--- config.mk ---
export PLATFORM = sky130hd
export DESIGN_NAME = rom_step_counter
export DESIGN_NICKNAME = d
export VERILOG_FILES = /design/src/rtl/rom_counter_pkg.sv /design/src/rtl/step_rom.sv /design/src/rtl/rom_step_counter.sv
export SDC_FILE = /design/constraint.sdc
export NUM_CORES = 1
export LEC_CHECK = 0
export CORE_MARGIN = 3
export CORE_UTILIZATION = 30
export CTS_BUF_LIST = sky130_fd_sc_hd__clkbuf_16
export DETAILED_ROUTE_END_ITERATION = 10
export MAX_ROUTING_LAYER = met4
export PLACE_DENSITY = 0.64
export SYNTH_ARGS = -nofsm -noshare
export SYNTH_HDL_FRONTEND = slang
export SYNTH_HIERARCHICAL = 1
export SYNTH_SLANG_ARGS = --single-unit
--- constraint.sdc ---
create_clock -name clk -period 3.4 [get_ports clk]
set_input_delay 0.34 -clock clk [delete_from_list [all_inputs] [get_ports clk]]
set_output_delay 0.34 -clock clk [all_outputs]
set_load 0.02 [all_outputs]
--- src/rtl/rom_counter_pkg.sv ---
// Shared types and elaboration-time table builders for the ROM-driven step counter.
// Tables are sized for the widest legal counter; each instance uses only its low entries.
package rom_counter_pkg;

  localparam int unsigned MODE_WRAP = 0;
  localparam int unsigned MODE_SAT  = 1;

  localparam int unsigned RomWidthMax = 8;
  localparam int unsigned RomDepthMax = 256;

  typedef enum logic {
    DIR_DOWN = 1'b0,
    DIR_UP   = 1'b1
  } dir_e;

  typedef logic [RomDepthMax-1:0][RomWidthMax-1:0] rom_t;
  typedef logic [RomDepthMax-1:0]                  limit_rom_t;

  // Next count for one step from c; 32-bit arithmetic so c+STEP never overflows.
  function automatic int unsigned next_val(int unsigned c, int unsigned step,
                                           int unsigned max_val, int unsigned sat,
                                           dir_e dir);
    if (dir == DIR_UP) begin
      if (c + step <= max_val) return c + step;
      return (sat == MODE_SAT) ? max_val : c + step - (max_val + 1);
    end
    if (c >= step) return c - step;
    return (sat == MODE_SAT) ? 0 : c + max_val + 1 - step;
  endfunction

  // With 1 <= STEP <= MAX_VAL a wrap and a clamp happen on exactly the same steps.
  function automatic logic step_limits(int unsigned c, int unsigned step,
                                       int unsigned max_val, dir_e dir);
    if (dir == DIR_UP) return (c + step > max_val);
    return (c < step);
  endfunction

  function automatic rom_t build_rom(int unsigned width, int unsigned step,
                                     int unsigned max_val, int unsigned sat, dir_e dir);
    rom_t        rom;
    int unsigned depth;
    rom   = '0;
    depth = 32'd1 << width;
    for (int unsigned c = 0; c < depth; c++) begin
      if (c <= max_val) begin
        rom[c[7:0]] = 8'(next_val(c, step, max_val, sat, dir));
      end
    end
    return rom;
  endfunction

  function automatic limit_rom_t build_limit_rom(int unsigned width, int unsigned step,
                                                 int unsigned max_val, dir_e dir);
    limit_rom_t  rom;
    int unsigned depth;
    rom   = '0;
    depth = 32'd1 << width;
    for (int unsigned c = 0; c < depth; c++) begin
      if (c <= max_val) begin
        rom[c[7:0]] = step_limits(c, step, max_val, dir);
      end
    end
    return rom;
  endfunction

endpackage

--- src/rtl/step_rom.sv ---
// Constant lookup table giving the next count and the wrap/clamp flag for one direction.
// Addresses above MAX_VAL read back 0 so a corrupted count recovers to a legal value.
module step_rom
  import rom_counter_pkg::*;
#(
  parameter int unsigned WIDTH    = 4,
  parameter int unsigned STEP     = 1,
  parameter int unsigned MAX_VAL  = 15,
  parameter int unsigned SATURATE = MODE_WRAP,
  parameter dir_e        DIR      = DIR_UP
) (
  input  logic [WIDTH-1:0] addr_i,
  output logic [WIDTH-1:0] data_o,
  output logic             limit_o
);

  localparam rom_t       Rom      = build_rom(WIDTH, STEP, MAX_VAL, SATURATE, DIR);
  localparam limit_rom_t LimitRom = build_limit_rom(WIDTH, STEP, MAX_VAL, DIR);

  logic [RomWidthMax-1:0] addr_ext;

  assign addr_ext = RomWidthMax'(addr_i);
  assign data_o   = Rom[addr_ext][WIDTH-1:0];
  assign limit_o  = LimitRom[addr_ext];

endmodule

--- src/rtl/rom_step_counter.sv ---
// Registered up/down counter whose next values come from two constant step ROMs.
// Priority per edge: load, then en, then hold; limit pulses for one cycle on a wrap/clamp.
module rom_step_counter
  import rom_counter_pkg::*;
#(
  parameter int unsigned WIDTH    = 4,
  parameter int unsigned STEP     = 1,
  parameter int unsigned MAX_VAL  = (1 << WIDTH) - 1,
  parameter int unsigned SATURATE = MODE_WRAP
) (
  input  logic             clk,
  input  logic             rst_n,
  input  logic             en,
  input  logic             up,
  input  logic             load,
  input  logic [WIDTH-1:0] load_val,
  output logic [WIDTH-1:0] count,
  output logic             limit,
  output logic             at_max,
  output logic             at_min
);

  if (WIDTH < 2 || WIDTH > 8) begin : g_bad_width
    $error("rom_step_counter: WIDTH must be 2..8");
  end
  if (MAX_VAL < 1 || MAX_VAL > (1 << WIDTH) - 1) begin : g_bad_max
    $error("rom_step_counter: MAX_VAL must fit in WIDTH bits");
  end
  if (STEP < 1 || STEP > MAX_VAL) begin : g_bad_step
    $error("rom_step_counter: STEP must be 1..MAX_VAL");
  end

  localparam logic [WIDTH-1:0] MaxVal = WIDTH'(MAX_VAL);

  logic [WIDTH-1:0] count_q, count_d;
  logic             limit_q, limit_d;
  logic [WIDTH-1:0] inc_data, dec_data, load_clamped;
  logic             inc_limit, dec_limit;

  step_rom #(
    .WIDTH   (WIDTH),
    .STEP    (STEP),
    .MAX_VAL (MAX_VAL),
    .SATURATE(SATURATE),
    .DIR     (DIR_UP)
  ) u_inc_rom (
    .addr_i (count_q),
    .data_o (inc_data),
    .limit_o(inc_limit)
  );

  step_rom #(
    .WIDTH   (WIDTH),
    .STEP    (STEP),
    .MAX_VAL (MAX_VAL),
    .SATURATE(SATURATE),
    .DIR     (DIR_DOWN)
  ) u_dec_rom (
    .addr_i (count_q),
    .data_o (dec_data),
    .limit_o(dec_limit)
  );

  assign load_clamped = (load_val > MaxVal) ? MaxVal : load_val;

  always_comb begin
    count_d = count_q;
    limit_d = 1'b0;
    if (load) begin
      count_d = load_clamped;
    end else if (en) begin
      if (up) begin
        count_d = inc_data;
        limit_d = inc_limit;
      end else begin
        count_d = dec_data;
        limit_d = dec_limit;
      end
    end
  end

  always_ff @(posedge clk or negedge rst_n) begin
    if (!rst_n) begin
      count_q <= '0;
      limit_q <= 1'b0;
    end else begin
      count_q <= count_d;
      limit_q <= limit_d;
    end
  end

  assign count  = count_q;
  assign limit  = limit_q;
  assign at_max = (count_q == MaxVal);
  assign at_min = (count_q == '0);

endmodule
==> results of run 1 <==
## routing by layer
metal  vias up  wire, um
met3         0        48
met1       191       518
met4         0         0
met5         -         0
li1        222         -
met2        16       599
## layout by cell type, fill, tap and decap left out
cell type	synthesis	layout
sky130_fd_sc_hd__clkdlybuf4s50_1	0	15
sky130_fd_sc_hd__inv_1	7	8
sky130_fd_sc_hd__mux2i_1	7	7
sky130_fd_sc_hd__nand2_1	6	6
sky130_fd_sc_hd__ha_1	6	6
sky130_fd_sc_hd__dfrtp_1	5	5
sky130_fd_sc_hd__nor2_1	4	4
sky130_fd_sc_hd__or3b_1	4	4
sky130_fd_sc_hd__o211ai_2	4	4
sky130_fd_sc_hd__clkbuf_16	0	3
sky130_fd_sc_hd__o21ai_0	2	2
sky130_fd_sc_hd__and4_1	1	1
sky130_fd_sc_hd__nor4_1	1	1
sky130_fd_sc_hd__or2b_4	1	1
sky130_fd_sc_hd__nand2b_1	1	1
sky130_fd_sc_hd__nor2b_1	1	1
sky130_fd_sc_hd__a21oi_1	1	1
sky130_fd_sc_hd__a21bo_2	1	1
sky130_fd_sc_hd__and3_2	1	1
## path summary, 6_finish.rpt
| path | from | end | slack (ns) |
|---|---|---|---|
| setup / recovery | count[0]$_DFFE_PN0P_ | at_min | 1.43 |
| hold / removal | rst_n | limit$_DFF_PN0_ | 0.35 |
| setup reg to reg | count[0]$_DFFE_PN0P_ | count[3]$_DFFE_PN0P_ | 1.96 |
| hold reg to reg | count[0]$_DFFE_PN0P_ | count[0]$_DFFE_PN0P_ | 0.79 |
| max in group asynchronous | rst_n | count[0]$_DFFE_PN0P_ | 2.84 |
| min in group clk | load_val[1] | count[1]$_DFFE_PN0P_ | 0.71 |
## power breakdown
group          switching, W  internal, W  leakage (nW)
sequential        0.0000163    0.0000662        0.0624
combinational     0.0000483    0.0000514         0.256
clock             0.0000416     0.000153        0.0423
## cells in the mapped netlist
cell type / n / area [um2]
sky130_fd_sc_hd__buf_2: 1 / 5.00
sky130_fd_sc_hd__or3b_1: 4 / 35.0
sky130_fd_sc_hd__nor2b_1: 1 / 6.26
sky130_fd_sc_hd__and3_2: 1 / 7.51
sky130_fd_sc_hd__dfrtp_1: 5 / 125
sky130_fd_sc_hd__clkbuf_1: 1 / 3.75
sky130_fd_sc_hd__nand2_1: 6 / 22.5
sky130_fd_sc_hd__a21oi_1: 1 / 5.00
sky130_fd_sc_hd__o211ai_2: 4 / 50.1
sky130_fd_sc_hd__nand2b_1: 1 / 6.26
sky130_fd_sc_hd__a21bo_2: 1 / 10.0
sky130_fd_sc_hd__or2b_4: 1 / 11.3
sky130_fd_sc_hd__nor2_1: 4 / 15.0
sky130_fd_sc_hd__inv_1: 7 / 26.3
sky130_fd_sc_hd__mux2i_1: 7 / 70.1
sky130_fd_sc_hd__nor4_1: 1 / 6.26
sky130_fd_sc_hd__ha_1: 6 / 75.1
sky130_fd_sc_hd__and4_1: 1 / 8.76
sky130_fd_sc_hd__o21ai_0: 2 / 10.0
## through the flow
step	instance area (um2)	power [W]	instances	setup WS (ns)	utilization [%]
4_1_cts	739	0.000381	88	1.40	48.0
3_5_place_dp	661	0.000183	84	1.67	42.9
5_1_grt	739	0.000397	88	1.34	48.0
3_3_place_gp	661	0.000181	84	1.66	42.9
6_report	739	0.000376	88	1.43	48.0
2_1_floorplan	499	0.000143	55	1.79	-
## area by class of cell
type	instances	area (um2)	area share (%)
clock buffer	3	75.1	10.2
clock inverter	1	3.75	0.508
inverter	7	26.3	3.55
multi-input combinational	41	339	45.9
sequential	5	125	16.9
tap	16	20.0	2.71
timing repair buffer	15	150	20.3
## state kept, by name, indices dropped and copies added, names as in the netlist
name	cells
count	4
limit	1
## critical path, cell delays in order, from the launching register on
cell and delay, ns:
sky130_fd_sc_hd__dfrtp_1 0.46, sky130_fd_sc_hd__nor4_1 0.30, sky130_fd_sc_hd__clkdlybuf4s50_1 0.65
## cells by family (layout without fill, tap and decap cells)
family	Yosys count	count (layout)
compound gates	8	8
fa+ha+maj	6	6
buf+inv	9	26
flops	5	5
mux	7	7
simple gates	20	20
==> impl_summary.log, run 1 <==
INFO  metric gp_routability_congestion = approximately 0.66
INFO  metric ant_nets = 0
INFO  metric min_path_type = primary input to asynchronous set/reset pin
INFO  metric grt_use_met1 = between 10% and 20%
INFO  metric grt_antenna_before_repair = 0
INFO  metric number_of_diodes = 0
INFO  metric post-dp-hpwl = approximately 820 um
INFO  metric num_rows = 14
INFO  metric io_buffers = 15
INFO  metric mappedNetlistNets = 70
INFO  metric synth-warning-count = 6
INFO  metric detailedRoute.firstIterationViolations = 7
INFO  metric synth.area.mux_share = between 10% and 20%
INFO  metric tritoncts.num_buffers = 3
INFO  metric use_met3 = around 2.7%
INFO  metric yosys.area_share.simple = a little under a quarter
INFO  metric dr_total_vias = about 430
INFO  metric timing.critical_path.from_type = register
INFO  metric clkLatencyLatePin = around 0.23 ns
INFO  metric netlist_instances = 55
INFO  metric final_hold_viols = 0
INFO  metric timing.hold.ws = 0.350 ns
INFO  metric finalCritPeriodShare = approximately 58%
INFO  metric synth_xor_xnor_area_share = 0%
INFO  metric number_of_levels_the_h_tree_was_split_into = 1
INFO  metric worstSetupPathType = register to output port
INFO  metric timing.setup.tns = 0 ns
INFO  metric vdd.ir_drop.worst = 0.337 mV
INFO  metric tightestPinTransition = 0.342 ns
INFO  metric leakage = 0.360 nW
INFO  metric rsz0062_at_grt = false
INFO  metric worst-path-max-fanout = 10
INFO  metric drive_above_1_share = between 10% and 20%
INFO  metric route.detailed.drc = 0
INFO  metric syn2layout_area_growth = 48.1%
INFO  metric route.final.wire_length = approximately 1200 um
INFO  metric drt-wirelength-per-cell = around 13 um
INFO  metric post_synth_instance_area = about 500 um2
INFO  metric finalMaxSlewViolations = 0
INFO  metric cp.arrival = 1.63 ns
INFO  metric syn_avg_cell_area = roughly 9.1 um2
INFO  metric status = finished, final reports clean
INFO  metric synth.yosys.seq_area_share = ~25%
INFO  metric grt_overflow = 0
INFO  metric layout.nets = 88
INFO  metric clock_sinks = 5
INFO  metric cts_tree = done
INFO  metric crit_path_end_kind = output port
INFO  metric floorplan.core_area = around 1500 um2
INFO  metric track_usage = around an eighth
INFO  metric cts.repair.resized = 0
INFO  metric worst_clock_skew = 0.00145 ns
INFO  metric die_w = about 47 um
INFO  metric globalRoute.busiestLayer = met2
INFO  metric slew_headroom = about 77%
INFO  metric timing.final.crit_period = slightly below 2 ns
INFO  metric yosys_register_bits = 5
INFO  metric cts_buffer_depth = 2
INFO  metric cellPowerDensity = slightly above 500 nW/um2
INFO  metric cts.clk_slew.worst_paths = about 0.04 ns
INFO  metric dieArea = around 2200 um2
INFO  metric grt_pass1_wl = roughly 1800 um
INFO  metric die_height = 46.8 um
INFO  metric largest_net_degree_at_the_start_of_global_routing = 14
INFO  metric report.final.setup_viol = 0
INFO  metric layout.filler_cells = ~150
INFO  metric grtUsageMet2 = 19.0%
INFO  metric synth_compound_gate_area_share = around 15%
INFO  metric synth_top_family_by_area = simple AND/OR/NAND/NOR gates
INFO  metric post-cts-setup-buffers = 0
INFO  metric synthDistinctLibCells = 19
INFO  metric timing.fmax = 507 MHz
INFO  metric synth_fa_ha_area_share = roughly 15%
INFO  metric critPathRequiredTime = between 3 and 4 ns
INFO  metric register_to_register_path_depth = 6
INFO  metric maxCapViolations = 0
INFO  metric ioPinCount = 16
INFO  metric number_of_global_route_vias_before_repair = ~420
INFO  metric vias_per_cell = roughly 4.9
INFO  metric detailedRoute.firstPassIterationCount = 4
INFO  metric initial_core_util = around 32%
INFO  metric cts.hold.buffers_added = 0
INFO  metric ctsRootBufferMaster = sky130_fd_sc_hd__clkbuf_16
(Power assumes the default switching activity.)
==> run 2: changes to the inputs <==
Settings changed: PLACE_DENSITY 0.64 to 0.66.
Clock period 3.4 ns to 1.8 ns, I/O delays scaled along.
==> run 2 against run 1 <==
Effect of this change:
- non-clock buffer count grew 4
- final area grew 4.1%
- global-route usage grew 2.9 points
- total power grew 97%
- clock power grew 92%
- cell count grew 4.5%
- critical endpoint unchanged
- largest cell class unchanged
==> impl_summary.log, run 2 (synthesis results as in run 1) <==
INFO  metric status = finished, final reports clean
INFO  metric io_buffers = 15
INFO  metric cts_buffer_depth = 2
INFO  metric layout.core_utilization = between 40% and 50%
INFO  metric crit_path_end_kind = output port
INFO  metric cpPeakStageDelay = approximately 0.65 ns
INFO  metric drt-wirelength-per-cell = around 14 um
INFO  metric detailedRoute.firstPassIterationCount = 1
INFO  metric worst_clock_skew = approximately 0.0022 ns
INFO  metric ioPinCount = 16
INFO  metric critPathRequiredTime = between 1.5 and 2 ns
INFO  metric min_path_type = primary input to asynchronous set/reset pin
INFO  metric worst-path-max-fanout = 3
INFO  metric cts_tree = done
INFO  metric drive_above_1_share = a little under a fifth
INFO  metric cellPowerDensity = ~960 nW/um2
INFO  metric leakage = around 0.38 nW
INFO  metric cts.clk_slew.worst_paths = ~0.03 ns
INFO  metric cts.hold.buffers_added = 0
INFO  metric grt_antenna_before_repair = 0
INFO  metric dieArea = between 2000 and 2500 um2
INFO  metric ant_nets = 0
INFO  metric report.final.setup_viol = 0
INFO  metric route.detailed.drc = 0
INFO  metric post-cts-setup-buffers = 0
INFO  metric final-instance-count-excl-fill = approximately 90
INFO  metric vdd.ir_drop.worst = about 0.64 mV
INFO  metric route.final.wire_length = around 1300 um
INFO  metric worst_path_max_delay_cell = sky130_fd_sc_hd__clkdlybuf4s50_1
INFO  metric clock_sinks = 5
INFO  metric timing.hold.ws = ~0.18 ns
INFO  metric floorplan.core_area = between 1500 and 2000 um2
INFO  metric track_usage = around 16%
INFO  metric dp_cells = 88
INFO  metric die_height = 46.8 um
INFO  metric number_of_diodes = 0
INFO  metric largest_reg_flops = 4
INFO  metric post-layout-total-power = 0.000740 W
INFO  metric slew_headroom = about 79%
INFO  metric die_w = approximately 47 um
INFO  metric number_of_global_route_vias_before_repair = about 490
INFO  metric layout.cells.most_common = sky130_fd_sc_hd__clkdlybuf4s50_1
INFO  metric largest_net_degree_at_the_start_of_global_routing = 11
INFO  metric number_of_levels_the_h_tree_was_split_into = 1
INFO  metric finalMaxSlewViolations = 0
INFO  metric dr_total_vias = approximately 470
INFO  metric final_hold_viols = 0
INFO  metric worstSetupPathType = register to output port
INFO  metric cp.arrival = ~1.5 ns
INFO  metric initial_core_util = approximately a third
INFO  metric most-common-layout-cells = 15 x sky130_fd_sc_hd__clkdlybuf4s50_1, 8 x sky130_fd_sc_hd__inv_1, 7 x sky130_fd_sc_hd__mux2i_1, 6 x sky130_fd_sc_hd__nand2_1, 6 x sky130_fd_sc_hd__ha_1
INFO  metric tightestPinTransition = about 0.31 ns
INFO  metric cp_cell_sequence = nor4_1 > clkdlybuf4s50_1
INFO  metric timing.final.crit_period = between 1.5 and 2 ns
INFO  metric detailedRoute.firstIterationViolations = 0
INFO  metric grt_overflow = 0
INFO  metric ctsRootBufferMaster = sky130_fd_sc_hd__clkbuf_16
INFO  metric rsz0062_at_grt = false
INFO  metric tritoncts.num_buffers = 3
INFO  metric timing.setup.tns = 0 ns
INFO  metric finalCritPeriodShare = between 90% and 100%
INFO  metric clkLatencyLatePin = between 0.2 and 0.25 ns
INFO  metric layout.nets = 92
INFO  metric syn2layout_area_growth = 54.1%
INFO  metric gp_routability_congestion = 0.733
INFO  metric timing.fmax = 585 MHz
INFO  metric vias_per_cell = 5.05
INFO  metric maxCapViolations = 0
INFO  metric post-dp-hpwl = 931 um
INFO  metric cts.repair.resized = 0
INFO  metric timing.critical_path.from_type = register
INFO  metric grt_pass1_wl = between 2000 and 2500 um
INFO  metric num_rows = 14
==> run 2: cell types whose count changed in the layout (fill, tap and decap cells not counted) <==
cell                    delta
sky130_fd_sc_hd__buf_4     +4
==> run 2: report_power, final <==
| part | internal (W) | leakage, nW | switching, W |
|---|---|---|---|
| clock network | 0.000289 | 0.0423 | 0.0000832 |
| registers | 0.000125 | 0.0624 | 0.0000100 |
| logic | 0.000114 | 0.275 | 0.000119 |
==> run 2: final timing paths <==
check                                startpoint              endpoint  slack, ns  cells past startpoint
min in group clk                    load_val[0]  count[0]$_DFFE_PN0P_       0.53                      3
max reg2reg                count[0]$_DFFE_PN0P_  count[2]$_DFFE_PN0P_       0.39                      7
min                                       rst_n       limit$_DFF_PN0_       0.18                      1
max in group asynchronous                 rst_n  count[0]$_DFFE_PN0P_       1.40                      1
min reg2reg                count[3]$_DFFE_PN0P_       limit$_DFF_PN0_       0.82                      4
max                        count[0]$_DFFE_PN0P_                at_min       0.09                      2
==> run 2: layout make-up <==
| type | count | area, um2 |
|---|---|---|
| clock buffer | 3 | 75.1 |
| clock inverter | 1 | 3.75 |
| fill | 168 | 772 |
| inverter | 7 | 26.3 |
| multi-input combinational | 41 | 339 |
| sequential | 5 | 125 |
| tap | 16 | 20.0 |
| timing repair buffer | 19 | 180 |
==> run 2: worst max-delay path, delay by kind of cell (launching register included) <==
family | cells | cell delay (ns)
buffers and inverters | 1 | 0.65
DFF | 1 | 0.38
and+or+nand+nor | 1 | 0.27
==> run 2: per-stage QoR <==
| step | cell area, um2 | worst slack, ns |
|---|---|---|
| floorplan | 499 | 0.347 |
| global placement | 691 | 0.344 |
| detailed placement | 691 | 0.328 |
| CTS | 769 | 0.0757 |
| global route | 769 | 0.0265 |
| finish | 769 | 0.0908 |
==> run 2: routing by layer <==
layer	vias up	track usage (%)	wire (um)
met3	5	4.60	56
li1	229	-	-
met5	-	-	0
met4	0	13.3	57
met1	218	16.3	543
met2	13	23.6	639
==> run 3: changes to the inputs <==
Settings changed: SLEW_MARGIN from default to 0.
==> results of run 3 <==
Same layout as run 2: the final DEF is identical, and so are final timing and power.
